**config.mk**
```make
export PLATFORM = sky130hd
export DESIGN_NAME = dkong_uart_tx
export DESIGN_NICKNAME = d
export VERILOG_FILES = /design/src/rtl/dkong_uart_pkg.sv /design/src/rtl/dkong_sync_fifo.sv /design/src/rtl/dkong_uart_tx.sv
export SDC_FILE = /design/constraint.sdc
export NUM_CORES = 1
export LEC_CHECK = 0
export BUFFER_PORTS_ARGS = -buffer_cell sky130_fd_sc_hd__buf_2
export CELL_PAD_IN_SITES_DETAIL_PLACEMENT = 1
export CELL_PAD_IN_SITES_GLOBAL_PLACEMENT = 1
export CORE_MARGIN = 2
export CORE_UTILIZATION = 35
export CTS_BUF_LIST = sky130_fd_sc_hd__clkbuf_16
export CTS_CLUSTER_SIZE = 8
export DETAILED_ROUTE_END_ITERATION = 16
export PLACE_DENSITY = 0.62
export REMOVE_ABC_BUFFERS = 1
export SETUP_SLACK_MARGIN = 0.3
export SYNTH_ARGS = -nofsm -noshare
export SYNTH_HDL_FRONTEND = slang
export SYNTH_SLANG_ARGS = --single-unit
export TNS_END_PERCENT = 5
```
**constraint.sdc**
```tcl
create_clock -name masterclk -period 2.85 [get_ports masterclk]
set_clock_uncertainty 0.1 [all_clocks]
set_input_delay 0.1425 -clock masterclk [delete_from_list [all_inputs] [get_ports masterclk]]
set_output_delay 0.1425 -clock masterclk [all_outputs]
set_load 0.005 [all_outputs]
```
**src/rtl/dkong_uart_pkg.sv**
```systemverilog
// Shared UART frame constants and FSM encodings for the dkong serial link.
// The receiver decodes the same frame shape, so both sides import these.
package dkong_uart_pkg;

    localparam logic [1:0] ST_IDLE  = 2'd0;
    localparam logic [1:0] ST_START = 2'd1;
    localparam logic [1:0] ST_DATA  = 2'd2;
    localparam logic [1:0] ST_STOP  = 2'd3;

    localparam int START_BITS = 1;
    localparam int DATA_BITS  = 8;
    localparam int STOP_BITS  = 1;

    typedef logic [DATA_BITS-1:0] uart_byte_t;

endpackage

```
**src/rtl/dkong_sync_fifo.sv**
```systemverilog
// Single-clock FIFO with occupancy output; push is refused when full and pop
// is refused when empty, so the caller never corrupts the pointers.
module dkong_sync_fifo #(
    parameter int WIDTH = 8,
    parameter int DEPTH = 8
) (
    input  logic                   masterclk,
    input  logic                   rst,
    input  logic                   push,
    input  logic                   pop,
    input  logic [WIDTH-1:0]       wr_data,
    output logic [WIDTH-1:0]       rd_data,
    output logic [$clog2(DEPTH):0] level,
    output logic                   full,
    output logic                   empty
);
    localparam int AW = $clog2(DEPTH);
    localparam logic [AW:0] FULL_LVL = (AW+1)'(DEPTH);

    logic [WIDTH-1:0] mem [DEPTH];
    logic [AW-1:0]    wr_ptr;
    logic [AW-1:0]    rd_ptr;
    logic             do_push;
    logic             do_pop;

    assign full    = (level == FULL_LVL);
    assign empty   = (level == '0);
    // Full is judged on the registered level, so a same-edge pop never opens room.
    assign do_push = push && !full && !rst;
    assign do_pop  = pop && !empty && !rst;
    assign rd_data = mem[rd_ptr];

    always_ff @(posedge masterclk) begin
        if (rst) begin
            wr_ptr <= '0;
            rd_ptr <= '0;
            level  <= '0;
        end else begin
            if (do_push) wr_ptr <= wr_ptr + 1'b1;
            if (do_pop)  rd_ptr <= rd_ptr + 1'b1;
            case ({do_push, do_pop})
                2'b10:   level <= level + 1'b1;
                2'b01:   level <= level - 1'b1;
                default: level <= level;
            endcase
        end
    end

    always_ff @(posedge masterclk) begin
        if (do_push) mem[wr_ptr] <= wr_data;
    end

endmodule

```
**src/rtl/dkong_uart_tx.sv**
```systemverilog
// Buffered 8N1 UART transmitter: FIFO front end feeding a start/data/stop
// shifter with a registered, glitch-free serial output.
module dkong_uart_tx
    import dkong_uart_pkg::*;
#(
    parameter int CLKS_PER_BIT = 1,
    parameter int FIFO_DEPTH   = 8
) (
    input  logic                        masterclk,
    input  logic                        rst,
    input  logic [7:0]                  tx_data,
    input  logic                        tx_valid,
    output logic                        tx_ready,
    output logic                        ser_out,
    output logic                        tx_busy,
    output logic [$clog2(FIFO_DEPTH):0] fifo_level
);
    localparam int CW = $clog2(CLKS_PER_BIT + 1);
    localparam logic [CW-1:0] CNT_LAST   = CW'(CLKS_PER_BIT - 1);
    localparam logic [2:0]    LAST_START = 3'(START_BITS - 1);
    localparam logic [2:0]    LAST_DATA  = 3'(DATA_BITS - 1);
    localparam logic [2:0]    LAST_STOP  = 3'(STOP_BITS - 1);

    logic [1:0]    state;
    logic [CW-1:0] bit_cnt;
    logic [2:0]    bit_idx;
    uart_byte_t    shreg;
    uart_byte_t    head;
    logic          ser_q;
    logic          pop;
    logic          fifo_full;
    logic          fifo_empty;
    logic          period_end;
    logic          last_bit;

    dkong_sync_fifo #(
        .WIDTH (DATA_BITS),
        .DEPTH (FIFO_DEPTH)
    ) u_fifo (
        .masterclk (masterclk),
        .rst       (rst),
        .push      (tx_valid),
        .pop       (pop),
        .wr_data   (tx_data),
        .rd_data   (head),
        .level     (fifo_level),
        .full      (fifo_full),
        .empty     (fifo_empty)
    );

    assign tx_ready   = !fifo_full;
    assign tx_busy    = (state != ST_IDLE) || !fifo_empty;
    assign ser_out    = ser_q;
    assign period_end = (bit_cnt == CNT_LAST);

    always_comb begin
        last_bit = 1'b0;
        case (state)
            ST_START: last_bit = (bit_idx == LAST_START);
            ST_DATA:  last_bit = (bit_idx == LAST_DATA);
            ST_STOP:  last_bit = (bit_idx == LAST_STOP);
            default:  last_bit = 1'b0;
        endcase
    end

    // Popping on the final stop cycle chains the next start bit with no idle gap.
    assign pop = !fifo_empty &&
                 ((state == ST_IDLE) || (state == ST_STOP && period_end && last_bit));

    always_ff @(posedge masterclk) begin
        if (rst) begin
            state   <= ST_IDLE;
            bit_cnt <= '0;
            bit_idx <= '0;
            shreg   <= '0;
            ser_q   <= 1'b1;
        end else begin
            bit_cnt <= (state == ST_IDLE || period_end) ? '0 : bit_cnt + 1'b1;
            if (state == ST_IDLE)
                bit_idx <= '0;
            else if (period_end)
                bit_idx <= last_bit ? 3'd0 : bit_idx + 1'b1;

            case (state)
                ST_IDLE: begin
                    ser_q <= 1'b1;
                    if (pop) begin
                        shreg <= head;
                        state <= ST_START;
                        ser_q <= 1'b0;
                    end
                end
                ST_START: begin
                    if (period_end && last_bit) begin
                        state <= ST_DATA;
                        ser_q <= shreg[0];
                        shreg <= shreg >> 1;
                    end
                end
                ST_DATA: begin
                    if (period_end) begin
                        if (last_bit) begin
                            state <= ST_STOP;
                            ser_q <= 1'b1;
                        end else begin
                            ser_q <= shreg[0];
                            shreg <= shreg >> 1;
                        end
                    end
                end
                ST_STOP: begin
                    if (period_end && last_bit) begin
                        if (pop) begin
                            shreg <= head;
                            state <= ST_START;
                            ser_q <= 1'b0;
                        end else begin
                            state <= ST_IDLE;
                            ser_q <= 1'b1;
                        end
                    end
                end
                default: begin
                    state <= ST_IDLE;
                    ser_q <= 1'b1;
                end
            endcase
        end
    end

endmodule

```
; Word level (Yosys, flattened, before mapping)
; Memory sizes are Yosys's and may differ from the RTL's. A register that Yosys moved wholly into a read port is not among the register bits.
; Index checks and enable logic that the tools add are counted.
[totals]
in_bits = 11
ff_bits = 25
n_memories = 1
output_inout_bits = 7
word_cells = 80
ramBits = 64
[op_classes]
n_reduce_logical = 25
bitwise_logic = 1
n_mux = 26
n_eq_ne = 13
add_sub_neg = 6
[mem_list]
columns = memory, depth, word_bits, rd, rd_ports_with_merged_regs, wr, line
row1 = u_fifo.mem, 8, 8, 1, 1, 1, dkong_sync_fifo.sv:20  ; logic [WIDTH-1:0] mem [DEPTH];
[ops]
columns = cell, n
row1 = $mux W8, 5
row2 = $pmux W8 S4, 1
row3 = $mux W2, 5
row4 = $add A3 B1 Y3 const B, 3
row5 = $mux W3, 3
row6 = $logic_and A1 B1 Y1, 8
row7 = $mux W1, 8
row8 = $ne A2 B2 Y1 const B, 4
row9 = $pmux W2 S4, 1
row10 = $pmux W4 S2, 1
row11 = $eq A2 B2 Y1 const B, 3
row12 = $reduce_or A2 Y1, 3
row13 = $reduce_and A5 Y1, 1
row14 = $add A4 B1 Y4 const B, 1
row15 = $eq A2 B1 Y1 const B, 2
row16 = $eq A4 B4 Y1 const B, 1
row17 = $logic_not A4 Y1, 1
row18 = $ne A2 B1 Y1 const B, 2
row19 = $pmux W1 S4, 1
row20 = $reduce_and A4 Y1, 1
row21 = $reduce_bool A2 Y1, 2
row22 = $sub A4 B1 Y4 const B, 1
row23 = $eq A3 B3 Y1 const B, 1
row24 = $logic_not A1 Y1, 3
row25 = other kinds (7), 9

; Longest topological paths before layout
[logic_depth]
word_depth = 10
depth_mapped = 14

; Cells and area by module
; A second synthesis with hierarchy kept.
[unflattened]
hier_cells = 273
area_unflattened_um2 = 4095.2
[modules_own_cells]
columns = module, area_per_inst_um2, n_inst, seq_area_each_um2, cells_per_inst
row1 = dkong_sync_fifo, 3155.5, 1, 2182.1, 170
row2 = dkong_uart_tx, 939.7, 1, 300.3, 103

; Worst setup path after synthesis
; OpenSTA, ideal clock, no wires.
[synth_timing]
path_type = reg2reg
startpoint = register bit_idx[0]
endpoint = register u_fifo.level[2]
arrival_ns = 2.690
synth_period_minus_slack_ns = 2.863
path_slack_ns = -0.013
path_stages_with_launch = 15
path_cell_list = dfxtp_1 ha_1 ha_1 and2_1 or3_1 clkbuf_1 nand2_1 nor2_1 ha_1 xor2_1 ha_1 a21oi_1 xor2_1 or3_1 a21oi_1
[synth_between]
elab_chain_len = 9
[synth_lines]
columns = element, line
row1 = "start, declared", dkong_uart_tx.sv:26  ; logic [2:0] bit_idx;
row2 = "start signal, assigned", dkong_uart_tx.sv:82  ; bit_idx <= last_bit ? 3'd0 : bit_idx + 1'b1;
row3 = $eq A3 B3 Y1 or $logic_not A3 Y1 (tied branches), "dkong_uart_tx.sv:60, dkong_uart_tx.sv:59, dkong_uart_tx.sv:61"
row4 = $pmux W1 S2 *, dkong_uart_tx.sv:58  ; case (state)
row5 = $logic_and A1 B1 Y1 *, dkong_uart_tx.sv:68  ; ((state == ST_IDLE) || (state == ST_STOP && period_end && last_bit));
row6 = $logic_or A1 B1 Y1 *, dkong_uart_tx.sv:68
row7 = $logic_and A1 B1 Y1 *, dkong_uart_tx.sv:67  ; assign pop = !fifo_empty &&
row8 = $logic_and A1 B1 Y1 * (2 in series), dkong_sync_fifo.sv:30  ; assign do_pop = pop && !empty && !rst;
row9 = net u_fifo.do_pop, dkong_sync_fifo.sv:24  ; logic do_pop;
row10 = $eq A2 B1 Y1 or $eq A2 B2 Y1 (tied branches), dkong_sync_fifo.sv:41  ; case ({do_push, do_pop})
row11 = $pmux W4 S2 or $reduce_bool A2 Y1 (tied branches), --
row12 = "end signal, assigned", dkong_sync_fifo.sv:42  ; 2'b10: level <= level + 1'b1;
row13 = "end signal, assigned", dkong_sync_fifo.sv:43  ; 2'b01: level <= level - 1'b1;
row14 = "end signal, assigned", dkong_sync_fifo.sv:44  ; default: level <= level;
row15 = "end, declared", dkong_sync_fifo.sv:13  ; output logic [$clog2(DEPTH):0] level,
; The timed path passes the listed nets; every way through them passes the cells marked *.
; A chain may end at the register's enable or synchronous reset.

; Worst setup path after layout
; Same ends and word-level chain as after synthesis.

==> impl_metrics.tcl <==
set metrics [dict create \
    outcome "finished with violations" \
    violations "negative hold slack" \
    cp.arrival_ns 2.83 \
    finalWirelength_um 9128 \
    cp-end-kind "flip-flop" \
    max-cap-violations 0 \
    power_frac_comb_pct 35.7 \
    clk_latency_ns 0.35 \
    port_buffers 17 \
    ys_warn_count 0 \
    finalInstanceArea_um2 4975 \
    drive_gt1_share_pct 30.56 \
    vdd_drop_max_uv 525.8 \
    synthFlopType "edfxtp_1" \
    first_iter_violations 121 \
    hold_violations 8 \
    timing.hold.ws_ns -0.003666 \
    cp_max_fo 2 \
    area_growth_syn_to_layout_pct 22.79 \
    max_slew_margin_pct 28.99 \
    num_rows 39 \
    die_area_um2 12450 \
    crit_required_ns 3.04 \
    max_freq_ghz 0.3778 \
    ys_seq_area_share_pct 61.27 \
    synthCells 314 \
    drc 0 \
    insertedDiodeCount 0 \
    final_max_slew_viol_count 0 \
    avgSynthCellArea_um2 12.90 \
    clockBufferDepth 2 \
    hold_path.class "input pin to flip-flop" \
    async_reset_ff_share_pct 0 \
    root_buffer "clkbuf_16" \
    p_leak_nw 1.736 \
    switchingPower_mw 1.510 \
    dp_cells 483 \
    grt_pass1_vias 2791 \
    core_area_um2 11370 \
    dp_hpwl_um 5891 \
    die_h_um 111.6 \
    wire_per_inst_um 17.69 \
    startpoint_type "flip-flop" \
    final_cell_mix "64 x edfxtp_1, 30 x buf_4, 24 x dfxtp_1, 19 x nand2_1, 18 x nor2_1" \
    stdcell_count 516 \
    worst_setup_hold_path_clk_slew_ns 0.07 \
    switching_share_pct 34.56 \
    synth_seq_cells 92 \
    fin_crit_sh_pct 92.87 \
    rsz0062_at_grt "yes" \
    start_util_pct 35.63 \
    cts-buffers-inserted 9 \
    grt.total_usage_pct 15.89 \
    dpl-instance-area_um2 4408 \
    p_int_mw 2.859 \
    grt_pass1_wl_um 15070 \
    final.min_clock_period_ns 2.647 \
    grt_max_degree 19 \
    synth.distinct_cells 50 \
    ios 18 \
    die_w_um 111.6 \
    final_util_pct 43.75 \
    antenna_found_initial 0 \
    synth_edf_count 64 \
    syn_area_um2 4051 \
    setup_violations 0 \
    crit_type "flip-flop to flip-flop" \
    worst_slew_pin_slew_ns 1.061 \
    ant_nets 0 \
    cts_sinks 92 \
    powerDensity_nw_per_um2 878.1 \
    drt-vias-per-instance 5.021 \
    dr.pass1.iters 4 \
    fill_cells 1176 \
    final_common_cell "edfxtp_1" \
    nNetsFinal 391 \
    htree_levels 3 \
    seqPwrFrac_pct 37.6 \
    place_congestion 0.7705 \
    cts_tree "yes" \
    p_clk_share_pct 26.7 \
    route.vias.total 2591 \
    overflow 0 \
]
## stage by stage
step                      setup slack, ns  setup TNS [ns]  power (mW)
after global placement            0.06642               0       3.050
after CTS                          0.1990               0       4.381
after detailed placement         -0.02408        -0.02408       3.082
after global routing              0.09662               0       4.632
after floorplan                   0.04859               0       2.603
final                              0.2033               0       4.369
## worst max-delay path: stages, from the launching register on
cell and delay, ns:
dfxtp_4 0.36, ha_4 0.17, ha_4 0.16, and2_4 0.13, or3_4 0.38, nand2_4 0.08, nor2_4 0.04, ha_4 0.18
xor2_1 0.16, ha_2 0.19, a21oi_2 0.04, xor2_1 0.16, or3_1 0.32, a21oi_2 0.12
## area by class of cell
type / count / area, um2 / share of cell area [%]
clock buffers: 9 / 225.2 / 4.527
clock inverters: 7 / 62.56 / 1.258
inverters: 14 / 52.55 / 1.056
multi-input cells: 193 / 1541 / 30.99
flip-flops and latches: 92 / 2490 / 50.05
well taps: 143 / 178.9 / 3.597
repair buffers: 58 / 424.2 / 8.526
## routing by layer
| metal | GRT usage [%] | wire length [um] | vias to the layer above |
|---|---|---|---|
| met5 | 0 | 0 | - |
| met4 | 6.584 | 157 | 0 |
| li1 | - | - | 1274 |
| met3 | 3.756 | 207 | 15 |
| met2 | 26.63 | 4513 | 21 |
| met1 | 19.85 | 4251 | 1281 |
## sequential cells by signal (all words and copies together) (netlist names), named ones only
signal         count
state              2
bit_idx            3
shreg              8
u_fifo.mem        64
u_fifo.wr_ptr      3
u_fifo.level       4
bit_cnt            1
u_fifo.rd_ptr      3
ser_out            1
## synthesized netlist by cell type (3+ instances only)
| master | instances | area (um2) |
|---|---|---|
| edfxtp_1 | 64 | 1922 |
| dfxtp_1 | 28 | 560.5 |
| nor2b_1 | 5 | 31.28 |
| o22ai_1 | 5 | 31.28 |
| buf_2 | 4 | 20.02 |
| nor3_1 | 13 | 65.06 |
| ha_1 | 12 | 150.1 |
| nor2_1 | 19 | 71.32 |
| or3_1 | 3 | 18.77 |
| inv_1 | 14 | 52.55 |
| nand2_1 | 21 | 78.83 |
| o21ai_0 | 8 | 40.04 |
| mux2_2 | 12 | 135.1 |
| clkbuf_1 | 6 | 22.52 |
| a221oi_2 | 5 | 75.07 |
| a2111oi_0 | 5 | 43.79 |
| mux2i_1 | 16 | 160.2 |
| a22o_1 | 5 | 43.79 |
| xor2_1 | 5 | 43.79 |
| nand2b_1 | 4 | 25.02 |
| nand3_1 | 5 | 25.02 |
| buf_6 | 3 | 33.78 |
| nand3b_1 | 3 | 22.52 |
| a21oi_1 | 15 | 75.07 |
## what timing repair did
action                                  4_1_cts  5_1_grt
pin swaps                                    11        9
endpoints found under the hold margin        57        0
gates resized for setup                      30        5
hold buffers                                  8        0
cloned                                        0        0
buffers inserted                              6        3
endpoints found under the setup margin        3        8
## path summary, 6_finish.rpt
kind	from	endpoint	slack [ns]	cells past startpoint
hold / removal	tx_data[0]	u_fifo.mem[5][0]	-0.004	1
setup / recovery	bit_idx[0]	u_fifo.level[2]	0.20	13
hold reg to reg	shreg[5]	shreg[5]	0.36	2
setup reg to reg	bit_idx[0]	u_fifo.level[2]	0.20	13
## cell families after synthesis
group,synth area share (%)
other,0.09256
buffers and inverters,3.459
muxes,8.400
AOI/OAI and AO/OA,10.90
adders and majority gates,3.706
and+or+nand+nor,10.65
xor gates and xnor gates,1.513
DFF,61.27
## power by group through the flow
stage	Clock [mW]	Sequential, mW	Combinational [mW]
final	1.17	1.64	1.56
after global routing	1.24	1.66	1.73
after CTS	1.19	1.64	1.55
after detailed placement	0	1.67	1.42
after global placement	0	1.66	1.39
after floorplan	0	1.68	0.925
Note: power is estimated with default switching activity, not from simulation.
